### config.mk
export PLATFORM = sky130hd
export DESIGN_NAME = ctrl_sequencer
export DESIGN_NICKNAME = d
export VERILOG_FILES = /design/src/rtl/ctrl_sequencer.sv
export SDC_FILE = /design/constraint.sdc
export NUM_CORES = 1
export LEC_CHECK = 0
export BUFFER_PORTS_ARGS = -buffer_cell sky130_fd_sc_hd__clkbuf_2
export CAP_MARGIN = 20
export CELL_PAD_IN_SITES_DETAIL_PLACEMENT = 0
export CELL_PAD_IN_SITES_GLOBAL_PLACEMENT = 1
export CORE_MARGIN = 4
export CORE_UTILIZATION = 33
export DETAILED_ROUTE_END_ITERATION = 8
export PLACE_DENSITY_LB_ADDON = 0.1
export SLEW_MARGIN = 0
export SYNTH_ARGS = -nofsm -noshare
export SYNTH_HDL_FRONTEND = slang
export SYNTH_SLANG_ARGS = --single-unit
### constraint.sdc
create_clock -name clk -period 1.61 [get_ports clk]
set_input_delay 0.0805 -clock clk [delete_from_list [all_inputs] [get_ports clk]]
set_output_delay 0.0805 -clock clk [all_outputs]
set_load 0.05 [all_outputs]
### src/rtl/ctrl_sequencer.sv
// Multi-cycle instruction sequencer for the minicpu datapath: fetches over valid/ready, then
// drives active-low loads and source select for one execute cycle, with WAIT and sticky HALT.
module ctrl_sequencer #(
  parameter int unsigned NREG = 2,
  parameter int unsigned DW   = 4,
  localparam int unsigned RW  = (NREG > 2) ? $clog2(NREG) : 1,
  localparam int unsigned SW  = $clog2(NREG + 2),
  localparam int unsigned IW  = 4 + RW + DW
) (
  input  logic              clk,
  input  logic              n_reset,
  input  logic              instr_valid,
  output logic              instr_ready,
  input  logic [IW-1:0]     instr,
  input  logic              c_in,
  output logic [NREG+1:0]   ld,
  output logic [SW-1:0]     sel,
  output logic [DW-1:0]     imm,
  output logic              pc_inc,
  output logic              halted
);

  localparam int unsigned LW = NREG + 2;
  localparam logic [SW-1:0] SelIn   = SW'(NREG);
  localparam logic [SW-1:0] SelZero = SW'(NREG + 1);

  localparam logic [3:0] OpAdd  = 4'd0;
  localparam logic [3:0] OpMovI = 4'd1;
  localparam logic [3:0] OpMovR = 4'd2;
  localparam logic [3:0] OpIn   = 4'd3;
  localparam logic [3:0] OpOutI = 4'd4;
  localparam logic [3:0] OpOutR = 4'd5;
  localparam logic [3:0] OpJmp  = 4'd6;
  localparam logic [3:0] OpJnc  = 4'd7;
  localparam logic [3:0] OpWait = 4'd8;
  localparam logic [3:0] OpHalt = 4'd9;

  typedef enum logic [1:0] {StFetch, StExec, StWait, StHalt} state_e;

  state_e          state_q;
  logic [3:0]      op_q;
  logic [DW-1:0]   cnt_q;
  logic            c_flag_q;
  logic [LW-1:0]   ld_q;
  logic [SW-1:0]   sel_q;
  logic [DW-1:0]   imm_q;
  logic            pc_inc_q;
  logic            halted_q;

  logic [3:0]      in_op;
  logic [RW-1:0]   in_rd;
  logic [RW-1:0]   in_rs;
  logic [DW-1:0]   in_imm;
  logic            rd_ok;
  logic            rs_ok;
  logic [LW-1:0]   dec_ld;
  logic [SW-1:0]   dec_sel;
  logic            dec_pc_inc;
  logic            pc_load;

  assign in_op  = instr[IW-1 -: 4];
  assign in_rd  = instr[DW +: RW];
  assign in_imm = instr[DW-1:0];
  assign in_rs  = in_imm[RW-1:0];
  assign rd_ok  = (32'(in_rd) < NREG);
  assign rs_ok  = (32'(in_rs) < NREG);

  // Decode happens at accept time so the execute-cycle outputs come straight from flops.
  // c_flag_q is already final here: it only changes at the end of an execute cycle.
  always_comb begin
    dec_ld  = '1;
    dec_sel = SelZero;
    pc_load = 1'b0;
    case (in_op)
      OpAdd: begin
        if (rd_ok) begin
          dec_ld  = ~(LW'(1) << in_rd);
          dec_sel = SW'(in_rd);
        end
      end
      OpMovI: begin
        if (rd_ok) dec_ld = ~(LW'(1) << in_rd);
      end
      OpMovR: begin
        if (rd_ok && rs_ok) begin
          dec_ld  = ~(LW'(1) << in_rd);
          dec_sel = SW'(in_rs);
        end
      end
      OpIn: begin
        if (rd_ok) begin
          dec_ld  = ~(LW'(1) << in_rd);
          dec_sel = SelIn;
        end
      end
      OpOutI: dec_ld[NREG] = 1'b0;
      OpOutR: begin
        if (rd_ok) begin
          dec_ld[NREG] = 1'b0;
          dec_sel      = SW'(in_rd);
        end
      end
      OpJmp: pc_load = 1'b1;
      OpJnc: pc_load = ~c_flag_q;
      default: ;
    endcase
    if (pc_load) dec_ld[LW-1] = 1'b0;
    dec_pc_inc = ~pc_load & (in_op != OpHalt);
  end

  assign instr_ready = n_reset & (state_q == StFetch);

  always_ff @(posedge clk) begin
    if (!n_reset) begin
      state_q  <= StFetch;
      op_q     <= '0;
      cnt_q    <= '0;
      c_flag_q <= 1'b0;
      ld_q     <= '1;
      sel_q    <= SelZero;
      imm_q    <= '0;
      pc_inc_q <= 1'b0;
      halted_q <= 1'b0;
    end else begin
      case (state_q)
        StFetch: begin
          if (instr_valid) begin
            state_q  <= StExec;
            op_q     <= in_op;
            imm_q    <= in_imm;
            ld_q     <= dec_ld;
            sel_q    <= dec_sel;
            pc_inc_q <= dec_pc_inc;
          end
        end
        StExec: begin
          c_flag_q <= c_in;
          ld_q     <= '1;
          sel_q    <= SelZero;
          pc_inc_q <= 1'b0;
          if (op_q == OpWait && imm_q != '0) begin
            state_q <= StWait;
            cnt_q   <= imm_q;
          end else if (op_q == OpHalt) begin
            state_q  <= StHalt;
            halted_q <= 1'b1;
          end else begin
            state_q <= StFetch;
          end
        end
        StWait: begin
          cnt_q <= cnt_q - DW'(1);
          if (cnt_q == DW'(1)) state_q <= StFetch;
        end
        StHalt: ;
        default: state_q <= StFetch;
      endcase
    end
  end

  assign ld     = ld_q;
  assign sel    = sel_q;
  assign imm    = imm_q;
  assign pc_inc = pc_inc_q;
  assign halted = halted_q;

endmodule

# [Word level (Yosys, flattened, before mapping)]
# Cells that the tools add are included.
[classes] add_sub_neg=1 mul=0 n_div=0 magnitude_cmp=0 eq_ne=16 n_shift=1 n_mux=19 bitwise=6 reduce_logical=15
[op_table] op="$eq 4x3->1 const B" count=4
[op_table] op="$pmux 4 s2" count=2
[op_table] op="$mux 2" count=6
[op_table] op="$pmux 2 s3" count=2
[op_table] op="$eq 4x1->1 const B" count=2
[op_table] op="$eq 4x2->1 const B" count=2
[op_table] op="$eq 4x4->1 const B" count=2
[op_table] op="$mux 4" count=2
[op_table] op="$ne 2x2->1 const B" count=3
[op_table] op="$pmux 1 s2" count=3
[op_table] op="$reduce_and 2->1" count=3
[op_table] op="$reduce_and 3->1" count=2
[op_table] op="$logic_not 4->1" count=1
[op_table] op="$ne 4x4->1 const B" count=1
[op_table] op="$not 4->4" count=1
[op_table] op="$pmux 2 s2" count=1
[op_table] op="$reduce_bool 2->1" count=2
[op_table] op="$reduce_bool 4->1" count=1
[op_table] op="$reduce_or 2->1" count=2
[op_table] op="$reduce_or 4->1" count=1
[op_table] op="$shl 1x1->4 const A" count=1
[op_table] op="$sub 4x1->4 const B" count=1
[op_table] op="$mux 1" count=3
[op_table] op="$not 1->1" count=3
[op_table] op="other kinds (6)" count=7
[word_totals] reg_bits=23 latchBits=0 mem_bits_rw=0 rom_bits=0 in_bits=13 out_inout_bits=13 elab_cells=67 n_memories=0

# [Longest topological paths before layout]
# Gate-level depths: netlist of run 1.
[logic_depth] depth_word=6 ltp_mapped=6 depth_no_buf=6

# [Worst setup path before layout of run 1]
# Ideal clock, no wire load.
[synth_timing] path_kind="reg-to-reg" from="register op_q[1]" to="register cnt_q[3]" setup_ps=120 t_arrival_ps=1554 required_time_ps=1490 path_slack_ps=-64 stages_incl_launch_ff=5 n_path_buf=0 synth_period_minus_slack_ps=1674 cell_sequence="dfxtp_1 -> or4b_4 -> or3b_4 -> a311oi_1 -> o21bai_1"
[synth_between] elab_chain_cells=4
[synth_lines] element="start: declaration" line="41" source="logic [3:0] op_q;"
[synth_lines] element="start signal: assignment" line="129" source="op_q <= in_op;"
[synth_lines] element="$eq 4x4->1" line="141" source="if (op_q == OpWait && imm_q != '0) begin"
[synth_lines] element="$logic_and 1x1->1" line="141"
[synth_lines] element="$ne 2x2->1 (no line)"
[synth_lines] element="$reduce_and 2->1 (no line)"
[synth_lines] element="end signal: assignment" line="143" source="cnt_q <= imm_q;"
[synth_lines] element="end signal: assignment" line="152" source="cnt_q <= cnt_q - DW'(1);"
[synth_lines] element="end: declaration" line="42" source="logic [DW-1:0] cnt_q;"
# No other way between the ends.
# A chain may end at the register's enable or synchronous reset.

# [Worst setup path in the final report of run 1]
[layout_timing] from="register op_q[1]" to="register cnt_q[1]"
# Same word-level chain as after synthesis.

==> parameters.txt, run 1 <==
Parameter                              Value

Critical path
  Largest incremental delay on the critical path ... 0.53 ns
  Startpoint class of the critical path ... register
  Slowest cell on crit path ... sky130_fd_sc_hd__or4b_4
  Critical Path AT ... 1.89 ns
  Ordered list of cells on the worst path ... or4b_4 > or3b_4 > a221oi_2 > a211oi_1
  Reg-to-reg startpoint ... op_q[1]
  Register-to-Register Path Depth ... 4
  Required time of the worst setup path ... 1.79 ns
  Reg-to-reg setup timing slack ... -0.1 ns
  Path type of the worst setup path ... register to register
  Worst reg2reg endpoint ... cnt_q[1]
  Largest delay share family, worst path ... simple AND/OR/NAND/NOR gates
  Critical Path End Type ... register
  Number of buffers and inverters on the critical path ... 0
  Crit path max fanout ... 4

Power
  Power density over cell area ... 784 nW/µm²
  Worst vdd rail ir drop ... 0.343 mV
  Leak ... 0.584 nW

Logic synthesis
  Count of cell types in the netlist ... 36
  Post-synth net total ... 148
  Portion of the post-synthesis area used by sequential elements ... 0.432
  Mean instance size in the synthesized netlist ... 8.01 µm²
  Proportion of netlist area held by the largest area contributor ... 0.432
  Ys Warns ... 0
  Netlist Area Pre-Place ... 1060 µm²
  Synth area leaders ... sky130_fd_sc_hd__dfxtp_1 43%, sky130_fd_sc_hd__nand2_1 9.9%, sky130_fd_sc_hd__a21oi_1 7.1%
  Number of register bits inferred by synthesis ... 23
  Post-synthesis cell count ... 133
  Cell type contributing the most total cell area after synthesis ... sky130_fd_sc_hd__dfxtp_1

Final layout
  Final instance count without filler cells ... 216
  Number of inserted diodes ... 0
  Highest-count cells in the layout ignoring fill and taps ... 28 x sky130_fd_sc_hd__nand2_1, 25 x sky130_fd_sc_hd__clkbuf_2, 21 x sky130_fd_sc_hd__dfxtp_1, 15 x sky130_fd_sc_hd__a21oi_1, 10 x sky130_fd_sc_hd__buf_4
  Most common cell after layout, fill and taps aside ... sky130_fd_sc_hd__nand2_1
  Filler cells ... 324
  Layout cells sized above 1 ... 0.273
  Finished Cell Area ... 1410 µm²
  NumNets Final ... 188
  Area added between synthesis and finish ... 32.4%

STA
  Slew HR ... 0.654
  Actual transition at the worst max-transition pin ... 0.519 ns
  Max-slew violation count ... 0
  Worst Hold Margin ... 0.0616 ns
  Shortest clock period the worst path allows after layout ... 1.71 ns
  Final Cycle Share ... 1.06
  Fin Clk Skew ... 0.00385 ns
  PnR worst setup slack ... -0.0980 ns
  RSZ-0062 raised after global routing ... yes
  Fmax ... 585 MHz
  Final hold vios ... 0
  Final TNS setup ... -0.220 ns
  Final-report setup violation count ... 3

GRT
  Overall Global Routing Usage ... 0.138
  Antenna violations before repair ... 0
  Aggregate global routing overflow ... 0
  Vias in the first global route ... 974
  Global-route wire length before repair ... 4500 µm
  Largest net degree at the start of global routing ... 19

Routing
  Overall via count from detail_route ... 1052
  Vias/cell ... 4.87
  Number of search-and-repair iterations in the first detailed-routing pass ... 4
  Antenna Nets Post-Route ... 0
  Starting DRT DRC Count ... 51
  Drt wl/cell ... 12.1 µm
  DRC ... 0
  Drt total wl ... 2610 µm

Clock tree
  Number of buffers inserted to repair setup after CTS ... 0
  Cell at the root of the clock tree ... sky130_fd_sc_hd__clkbuf_4
  Clock input transition at the sequential cells of the worst setup and hold paths ... 0.12 ns
  Longest Clk Path Bufs ... 2
  Worst-Skew Late Latency ... 0.30 ns
  Clk sinks ... 23
  Clock tree from TritonCTS ... built
  H-tree depth ... 1
  Clock buffers created by TritonCTS ... 3

Status
  Violations in the final reports ... negative setup slack
  Result of the run ... complete, but fails checks

Floorplan
  I/O Pins ... 26
  Number of placement rows ... 20
  Vertical die dimension ... 64.8 µm
  Die width ... 64.8 µm
  Area of the core ... 3080 µm²
  Starting density of the core ... 0.346
  Total Die Area ... 4200 µm²

Worst hold path
  Worst hold path stage count ... 3
  Path category of the worst min-delay check ... input port to register
  Hold path start ... instr[5]
  End of the worst hold path ... op_q[0]

Placed design
  Placed instance area ... 1330 µm²
  Cells after DPL ... 207
  Placed wire-length estimate ... 1990 µm
  GPL Wtd Cong ... 0.770
  Input/output buffers ... 25

Flow run
  Max Cap Violations ... 0
-- power breakdown --
group / switching [W] / total (W) / leakage [nW] / internal (W)
Combinational: 0.000149 / 0.000239 / 0.381 / 0.0000902
Clock: 0.000160 / 0.000256 / 0.0150 / 0.0000965
Sequential: 0.0000160 / 0.000610 / 0.189 / 0.000594
Total: 0.000325 / 0.00111 / 0.584 / 0.000781
-- synthesized netlist by cell type --
library cell	n
sky130_fd_sc_hd__nand2b_1	3
sky130_fd_sc_hd__a311oi_1	1
sky130_fd_sc_hd__nor2b_1	2
sky130_fd_sc_hd__and3_1	1
sky130_fd_sc_hd__nor2_1	9
sky130_fd_sc_hd__xnor2_1	1
sky130_fd_sc_hd__nand3_1	3
sky130_fd_sc_hd__or3b_4	1
sky130_fd_sc_hd__o2111a_1	1
sky130_fd_sc_hd__o22ai_1	1
sky130_fd_sc_hd__a31oi_1	3
sky130_fd_sc_hd__o21a_1	1
sky130_fd_sc_hd__ha_1	2
sky130_fd_sc_hd__or4b_4	1
sky130_fd_sc_hd__nand4bb_1	1
sky130_fd_sc_hd__or3_1	1
sky130_fd_sc_hd__mux2i_1	1
sky130_fd_sc_hd__o21ai_1	1
sky130_fd_sc_hd__and4b_1	1
sky130_fd_sc_hd__nand4b_1	1
sky130_fd_sc_hd__o21ai_0	5
sky130_fd_sc_hd__a21oi_1	15
sky130_fd_sc_hd__nand2_1	28
sky130_fd_sc_hd__inv_1	5
sky130_fd_sc_hd__o41ai_1	1
sky130_fd_sc_hd__nor3b_2	1
sky130_fd_sc_hd__a211oi_1	1
sky130_fd_sc_hd__nor4_1	1
sky130_fd_sc_hd__o21bai_1	1
sky130_fd_sc_hd__a221oi_1	1
sky130_fd_sc_hd__nor4b_1	2
sky130_fd_sc_hd__or4_1	1
sky130_fd_sc_hd__nand3b_1	1
sky130_fd_sc_hd__dfxtp_1	23
sky130_fd_sc_hd__clkbuf_1	6
sky130_fd_sc_hd__nor3_1	5
-- sequential cells by signal (all words and copies together) (netlist names) --
name,count
sel,2
cnt_q,4
op_q,4
halted,1
imm,4
state_q,2
pc_inc,1
ld,4
c_flag_q,1
-- cell type report --
type	count	area [µm²]	area share
tap	44	55.1	0.0390
clock buffer	4	26.3	0.0186
inverter	5	18.8	0.0133
sequential	23	463	0.328
multi-input combinational	99	577	0.409
timing repair buffer	41	270	0.192
-- through the flow --
step	power, W	utilization	setup slack [ns]
6_report	0.00111	0.458	-0.0980
3_3_place_gp	0.000853	0.433	-0.0549
2_1_floorplan	0.000765	-	-0.0235
5_1_grt	0.00119	0.458	-0.166
4_1_cts	0.00113	0.457	-0.0973
3_5_place_dp	0.000854	0.433	-0.0779
-- kinds of logic after synthesis --
kind of cell / count (synthesis) / synth area share
buf+inv: 11 / 0.0388
flops: 23 / 0.432
compound gates: 32 / 0.179
fa+ha+maj: 2 / 0.0235
mux: 1 / 0.00940
xor+xnor: 1 / 0.00823
simple gates: 63 / 0.309
-- worst register-to-register path, stage by stage, from the launching register on --
cell                       delay, ns
sky130_fd_sc_hd__dfxtp_1        0.33
sky130_fd_sc_hd__or4b_4         0.53
sky130_fd_sc_hd__or3b_4         0.41
sky130_fd_sc_hd__a221oi_2       0.23
sky130_fd_sc_hd__a211oi_1       0.08
-- timing repair --
| item | 4_1_cts | 5_1_grt |
|---|---|---|
| hold endpoints to repair | 5 | 0 |
| pin swaps | 0 | 0 |
| resized for setup | 0 | 1 |
| endpoints found under the setup margin | 3 | 4 |
| hold buffers | 5 | 0 |
-- worst max-delay path by stage --
stage | from | to | slack (ns) | cells after the start
global route | op_q[1] | cnt_q[1] | -0.17 | 4
CTS | op_q[1] | cnt_q[1] | -0.1 | 4
global placement | op_q[1] | cnt_q[1] | -0.05 | 4
floorplan | op_q[1] | cnt_q[3] | -0.02 | 4
finish | op_q[1] | cnt_q[1] | -0.1 | 4
detailed placement | op_q[1] | cnt_q[1] | -0.08 | 4
-- per-layer routing --
layer	up-vias	wire length [µm]	track usage
li1	547	-	-
met1	489	1280	0.179
met2	14	1230	0.223
met3	2	82	0.0260
met4	0	18	0.0554
met5	-	0	0
Note: power is estimated with default switching activity, not from simulation.
==> inputs of run 2 (changes only) <==
Settings changed: CELL_PAD_IN_SITES_DETAIL_PLACEMENT 0 to 1.
==> parameters.txt, run 2 (synthesis results as in run 1) <==
Parameter                              Value

Final layout
  Area added between synthesis and finish ... 32.5%
  NumNets Final ... 188
  Finished Cell Area ... 1410 µm²
  Layout cells sized above 1 ... 0.279
  Highest-count cells in the layout ignoring fill and taps ... 28 x sky130_fd_sc_hd__nand2_1, 25 x sky130_fd_sc_hd__clkbuf_2, 21 x sky130_fd_sc_hd__dfxtp_1, 15 x sky130_fd_sc_hd__a21oi_1, 10 x sky130_fd_sc_hd__buf_4
  Final instance count without filler cells ... 216
  Most common cell after layout, fill and taps aside ... sky130_fd_sc_hd__nand2_1
  Number of inserted diodes ... 0
  Filler cells ... 402

GRT
  Busiest layer in global routing ... met2
  Met2 track demand over resource in global routing ... 0.255
  Met1 Use GR ... 0.199
  Antenna violations before repair ... 0
  Vias in the first global route ... 1113
  Overall Global Routing Usage ... 0.152
  Global-route wire length before repair ... 5090 µm
  Global-route track usage on met3 ... 0.0260
  Largest net degree at the start of global routing ... 19
  Aggregate global routing overflow ... 0

Placed design
  GPL Wtd Cong ... 0.770
  Pre-CTS WS ... -0.0946 ns
  Placed instance area ... 1330 µm²
  Cells after DPL ... 207
  Placed wire-length estimate ... 2220 µm
  Input/output buffers ... 25

Critical path
  Critical Path End Type ... register
  Critical Path AT ... 1.90 ns
  Crit path max fanout ... 4
  Startpoint class of the critical path ... register
  Path type of the worst setup path ... register to register
  Required time of the worst setup path ... 1.79 ns

STA
  RSZ-0062 raised after global routing ... yes
  Max-slew violation count ... 0
  Final hold vios ... 0
  Final-report setup violation count ... 3
  Fin Clk Skew ... 0.00364 ns
  Slew HR ... 0.651
  Actual transition at the worst max-transition pin ... 0.522 ns
  Shortest clock period the worst path allows after layout ... 1.72 ns
  PnR worst setup slack ... -0.111 ns
  Final TNS setup ... -0.244 ns
  Fmax ... 581 MHz
  Final Cycle Share ... 1.07

Routing
  Vias/cell ... 4.95
  Antenna Nets Post-Route ... 0
  Number of search-and-repair iterations in the first detailed-routing pass ... 4
  Overall via count from detail_route ... 1069
  Drt total wl ... 2850 µm
  Starting DRT DRC Count ... 62
  DRC ... 0
  Drt wl/cell ... 13.2 µm

Floorplan
  Starting density of the core ... 0.346
  Total Die Area ... 4200 µm²
  I/O Pins ... 26
  Area of the core ... 3080 µm²
  Vertical die dimension ... 64.8 µm
  Die width ... 64.8 µm
  Number of placement rows ... 20

Status
  Result of the run ... complete, but fails checks
  Violations in the final reports ... negative setup slack

Power
  Leak ... 0.587 nW
  Post-layout total power ... 0.00112 W
  Part of the total power dissipated in combinational logic ... 0.216
  Switching power ... 0.000342 W
  Worst vdd rail ir drop ... 0.356 mV
  Switching share of power ... 0.305
  Proportion of power drawn by the clock network ... 0.239
  Relative contribution of sequential cells to total power ... 0.546
  Internal power ... 0.000777 W
  Power density over cell area ... 793 nW/µm²

Clock tree
  Clock input transition at the sequential cells of the worst setup and hold paths ... 0.13 ns
  Clk sinks ... 23
  Worst-Skew Late Latency ... 0.31 ns
  Longest Clk Path Bufs ... 2
  Clock tree from TritonCTS ... built
  H-tree depth ... 1
  Number of buffers inserted to repair setup after CTS ... 0
  Cell at the root of the clock tree ... sky130_fd_sc_hd__clkbuf_4
  Clock buffers created by TritonCTS ... 3

Worst hold path
  Path category of the worst min-delay check ... input port to register

Flow run
  Max Cap Violations ... 0
==> run 2: cell type report <==
cell class / count / area [µm²] / share of cell area
clock inverter: 1 / 5.00 / 0.00355
sequential: 23 / 463 / 0.328
timing repair buffer: 41 / 270 / 0.191
multi-input combinational: 99 / 577 / 0.409
inverter: 5 / 18.8 / 0.0133
clock buffer: 3 / 22.5 / 0.0160
tap: 44 / 55.1 / 0.0390
==> run 2: metrics by stage <==
step,util,hold WS [ns]
2_1_floorplan,-,0.209
3_3_place_gp,0.433,0.299
3_5_place_dp,0.433,0.308
4_1_cts,0.458,0.0465
6_report,0.459,0.0559
5_1_grt,0.459,0.0515
==> run 2: path summary, 6_finish.rpt <==
path,from,to,slack (ns),cells past startpoint
worst max-delay path,op_q[1],cnt_q[1],-0.11,4
worst min-delay path,n_reset,state_q[0],0.06,3
worst max register to register,op_q[1],cnt_q[1],-0.11,4
worst min register to register,halted,halted,0.46,2
==> run 2: per-layer routing <==
| metal | share of wire | wire (µm) |
|---|---|---|
| met1 | 0.49 | 1400 |
| met5 | 0 | 0 |
| met3 | 0.025 | 70 |
| met4 | 0.011 | 32 |
| met2 | 0.47 | 1350 |
==> run 2: what timing repair did <==
action,4_1_cts,5_1_grt
resized for setup,0,1
hold buffers,5,0
endpoints found under the setup margin,3,4
pin swaps,0,0
hold endpoints to repair,5,0
==> run 2: critical path: stages, from the launching register on <==
cell and delay [ns]:
sky130_fd_sc_hd__dfxtp_1 0.33, sky130_fd_sc_hd__or4b_4 0.53, sky130_fd_sc_hd__or3b_4 0.42, sky130_fd_sc_hd__a221oi_2 0.23, sky130_fd_sc_hd__a211oi_1 0.09
==> run 2: power by group through the flow <==
stage | Combinational [W] | Sequential [W] | Clock (W)
floorplan | 0.0000954 | 0.000670 | 0
global placement | 0.000231 | 0.000622 | 0
detailed placement | 0.000234 | 0.000624 | 0
CTS | 0.000244 | 0.000611 | 0.000284
global route | 0.000266 | 0.000615 | 0.000303
finish | 0.000241 | 0.000611 | 0.000267
==> inputs of run 3 (changes only) <==
Settings changed: CORE_MARGIN 4 to 2.
==> parameters.txt, run 3 (synthesis results as in run 1) <==
Parameter                              Value

Routing
  Overall via count from detail_route ... 1085
  Number of search-and-repair iterations in the first detailed-routing pass ... 6
  DRC ... 0
  Drt total wl ... 2840 µm
  Vias/cell ... 4.95
  Drt wl/cell ... 13.0 µm
  Antenna Nets Post-Route ... 0
  Starting DRT DRC Count ... 22

Clock tree
  Clk sinks ... 23
  H-tree depth ... 1
  Clock input transition at the sequential cells of the worst setup and hold paths ... 0.13 ns
  Clock tree from TritonCTS ... built
  Longest Clk Path Bufs ... 2
  Cell at the root of the clock tree ... sky130_fd_sc_hd__clkbuf_4
  Clock buffers created by TritonCTS ... 3
  Worst-Skew Late Latency ... 0.32 ns

Critical path
  Critical Path End Type ... register
  Reg-to-reg setup timing slack ... -0.1 ns
  Critical path destination ... cnt_q[1]
  Ordered list of cells on the worst path ... or4b_4 > or3b_4 > a221oi_2 > a211oi_1
  Crit path max fanout ... 4
  Largest delay share family, worst path ... simple AND/OR/NAND/NOR gates
  Reg-to-reg startpoint ... op_q[1]
  Largest incremental delay on the critical path ... 0.53 ns
  Register-to-Register Path Depth ... 4
  Required time of the worst setup path ... 1.82 ns
  Path type of the worst setup path ... register to register
  Slowest cell on crit path ... sky130_fd_sc_hd__or4b_4
  Number of buffers and inverters on the critical path ... 0
  Stages on worst setup path ... 4
  Worst reg2reg endpoint ... cnt_q[1]
  Worst setup path startpoint ... op_q[1]
  Critical Path AT ... 1.91 ns
  Startpoint class of the critical path ... register

Final layout
  Footprint of the multi-input gates ... 583 µm²
  Number of inserted diodes ... 0
  Storage cell area ... 464 µm²
  Finished Cell Area ... 1440 µm²
  Layout cells sized above 1 ... 0.303
  Highest-count cells in the layout ignoring fill and taps ... 28 x sky130_fd_sc_hd__nand2_1, 25 x sky130_fd_sc_hd__clkbuf_2, 20 x sky130_fd_sc_hd__dfxtp_1, 15 x sky130_fd_sc_hd__a21oi_1, 13 x sky130_fd_sc_hd__buf_4
  NumNets Final ... 191
  Filler cells ... 399
  Area added between synthesis and finish ... 35.4%
  Most common cell after layout, fill and taps aside ... sky130_fd_sc_hd__nand2_1

Worst hold path
  Hold path start ... instr[6]
  Path category of the worst min-delay check ... input port to register

GRT
  Antenna violations before repair ... 0
  Overall Global Routing Usage ... 0.175
  Global-route wire length before repair ... 4800 µm
  Largest net degree at the start of global routing ... 19
  Aggregate global routing overflow ... 0
  Vias in the first global route ... 1097

Floorplan
  Starting density of the core ... 0.349
  I/O Pins ... 26
  Total Die Area ... 3700 µm²
  Number of placement rows ... 20
  Vertical die dimension ... 60.8 µm
  Die width ... 60.8 µm
  Area of the core ... 3050 µm²

STA
  Final hold vios ... 0
  Final-report setup violation count ... 3
  Fin Clk Skew ... 0.00392 ns
  Slew HR ... 0.748
  Actual transition at the worst max-transition pin ... 0.378 ns
  PnR worst setup slack ... -0.0954 ns
  RSZ-0062 raised after global routing ... yes
  Final Cycle Share ... 1.06
  Shortest clock period the worst path allows after layout ... 1.71 ns
  Fmax ... 586 MHz
  Max-slew violation count ... 0
  Worst Hold Margin ... 0.0516 ns

Power
  Power density over cell area ... 784 nW/µm²
  Worst vdd rail ir drop ... 0.524 mV
  Leak ... 0.602 nW

Status
  Result of the run ... complete, but fails checks
  Violations in the final reports ... negative setup slack

Flow run
  Max Cap Violations ... 0

Placed design
  Placed instance area ... 1350 µm²
  GPL Wtd Cong ... 0.775
  Input/output buffers ... 25
  Placed wire-length estimate ... 2220 µm
[run 3: cell count changes in the layout (fill, tap and decap cells not counted), sizes merged]
cell  change
buf       +3
[run 3: how the worst min path moves through the flow]
stage / cells after the start / endpoint / slack (ns)
floorplan: 2 / imm[3] / 0.21
global placement: 3 / imm[3] / 0.30
detailed placement: 3 / imm[1] / 0.31
CTS: 2 / cnt_q[0] / 0.05
global route: 3 / op_q[1] / 0.04
finish: 3 / op_q[1] / 0.05
[run 3: metal layers]
metal	vias up	share of wire	global-route usage
li1	549	-	-
met1	519	0.48	0.216
met3	3	0.024	0.0320
met2	14	0.48	0.310
met5	-	0	0
met4	0	0.011	0.0466
[run 3: metrics by stage]
step	setup slack, ns	util	TNS (ns)	instances	total power [W]
after floorplan	-0.0235	-	-0.0454	133	0.000765
after global placement	-0.0437	0.441	-0.0839	209	0.000856
after detailed placement	-0.0715	0.441	-0.138	209	0.000861
after CTS	-0.0873	0.471	-0.197	219	0.00115
after global routing	-0.128	0.472	-0.350	219	0.00120
final	-0.0954	0.472	-0.182	219	0.00113
[run 3: final cells by class]
class	count	share of cell area
clock buffers	3	0.0156
clock inverters	1	0.00347
inverters	5	0.0130
multi-input cells	99	0.405
flip-flops and latches	23	0.322
well taps	44	0.0382
repair buffers	44	0.203
[run 3: repair_timing]
item / CTS / global route
setup buffers: 1 / 0
hold buffers: 5 / 0
gates resized for setup: 1 / 2
endpoints found under the setup margin: 3 / 5
endpoints found under the hold margin: 5 / 0
pin swaps: 0 / 1
[run 3: report_power, final]
group	internal, W	switching, W	leakage [nW]	total [W]
clock network	0.0000932	0.000180	0.0177	0.000273
logic	0.0000939	0.000152	0.395	0.000246
registers	0.000595	0.0000163	0.189	0.000611
[run 3: worst reg2reg max path, cell delays in order, from the launching register on]
cell and delay (ns):
sky130_fd_sc_hd__dfxtp_2 0.34, sky130_fd_sc_hd__or4b_4 0.53, sky130_fd_sc_hd__or3b_4 0.42, sky130_fd_sc_hd__a221oi_2 0.23
sky130_fd_sc_hd__a211oi_1 0.08
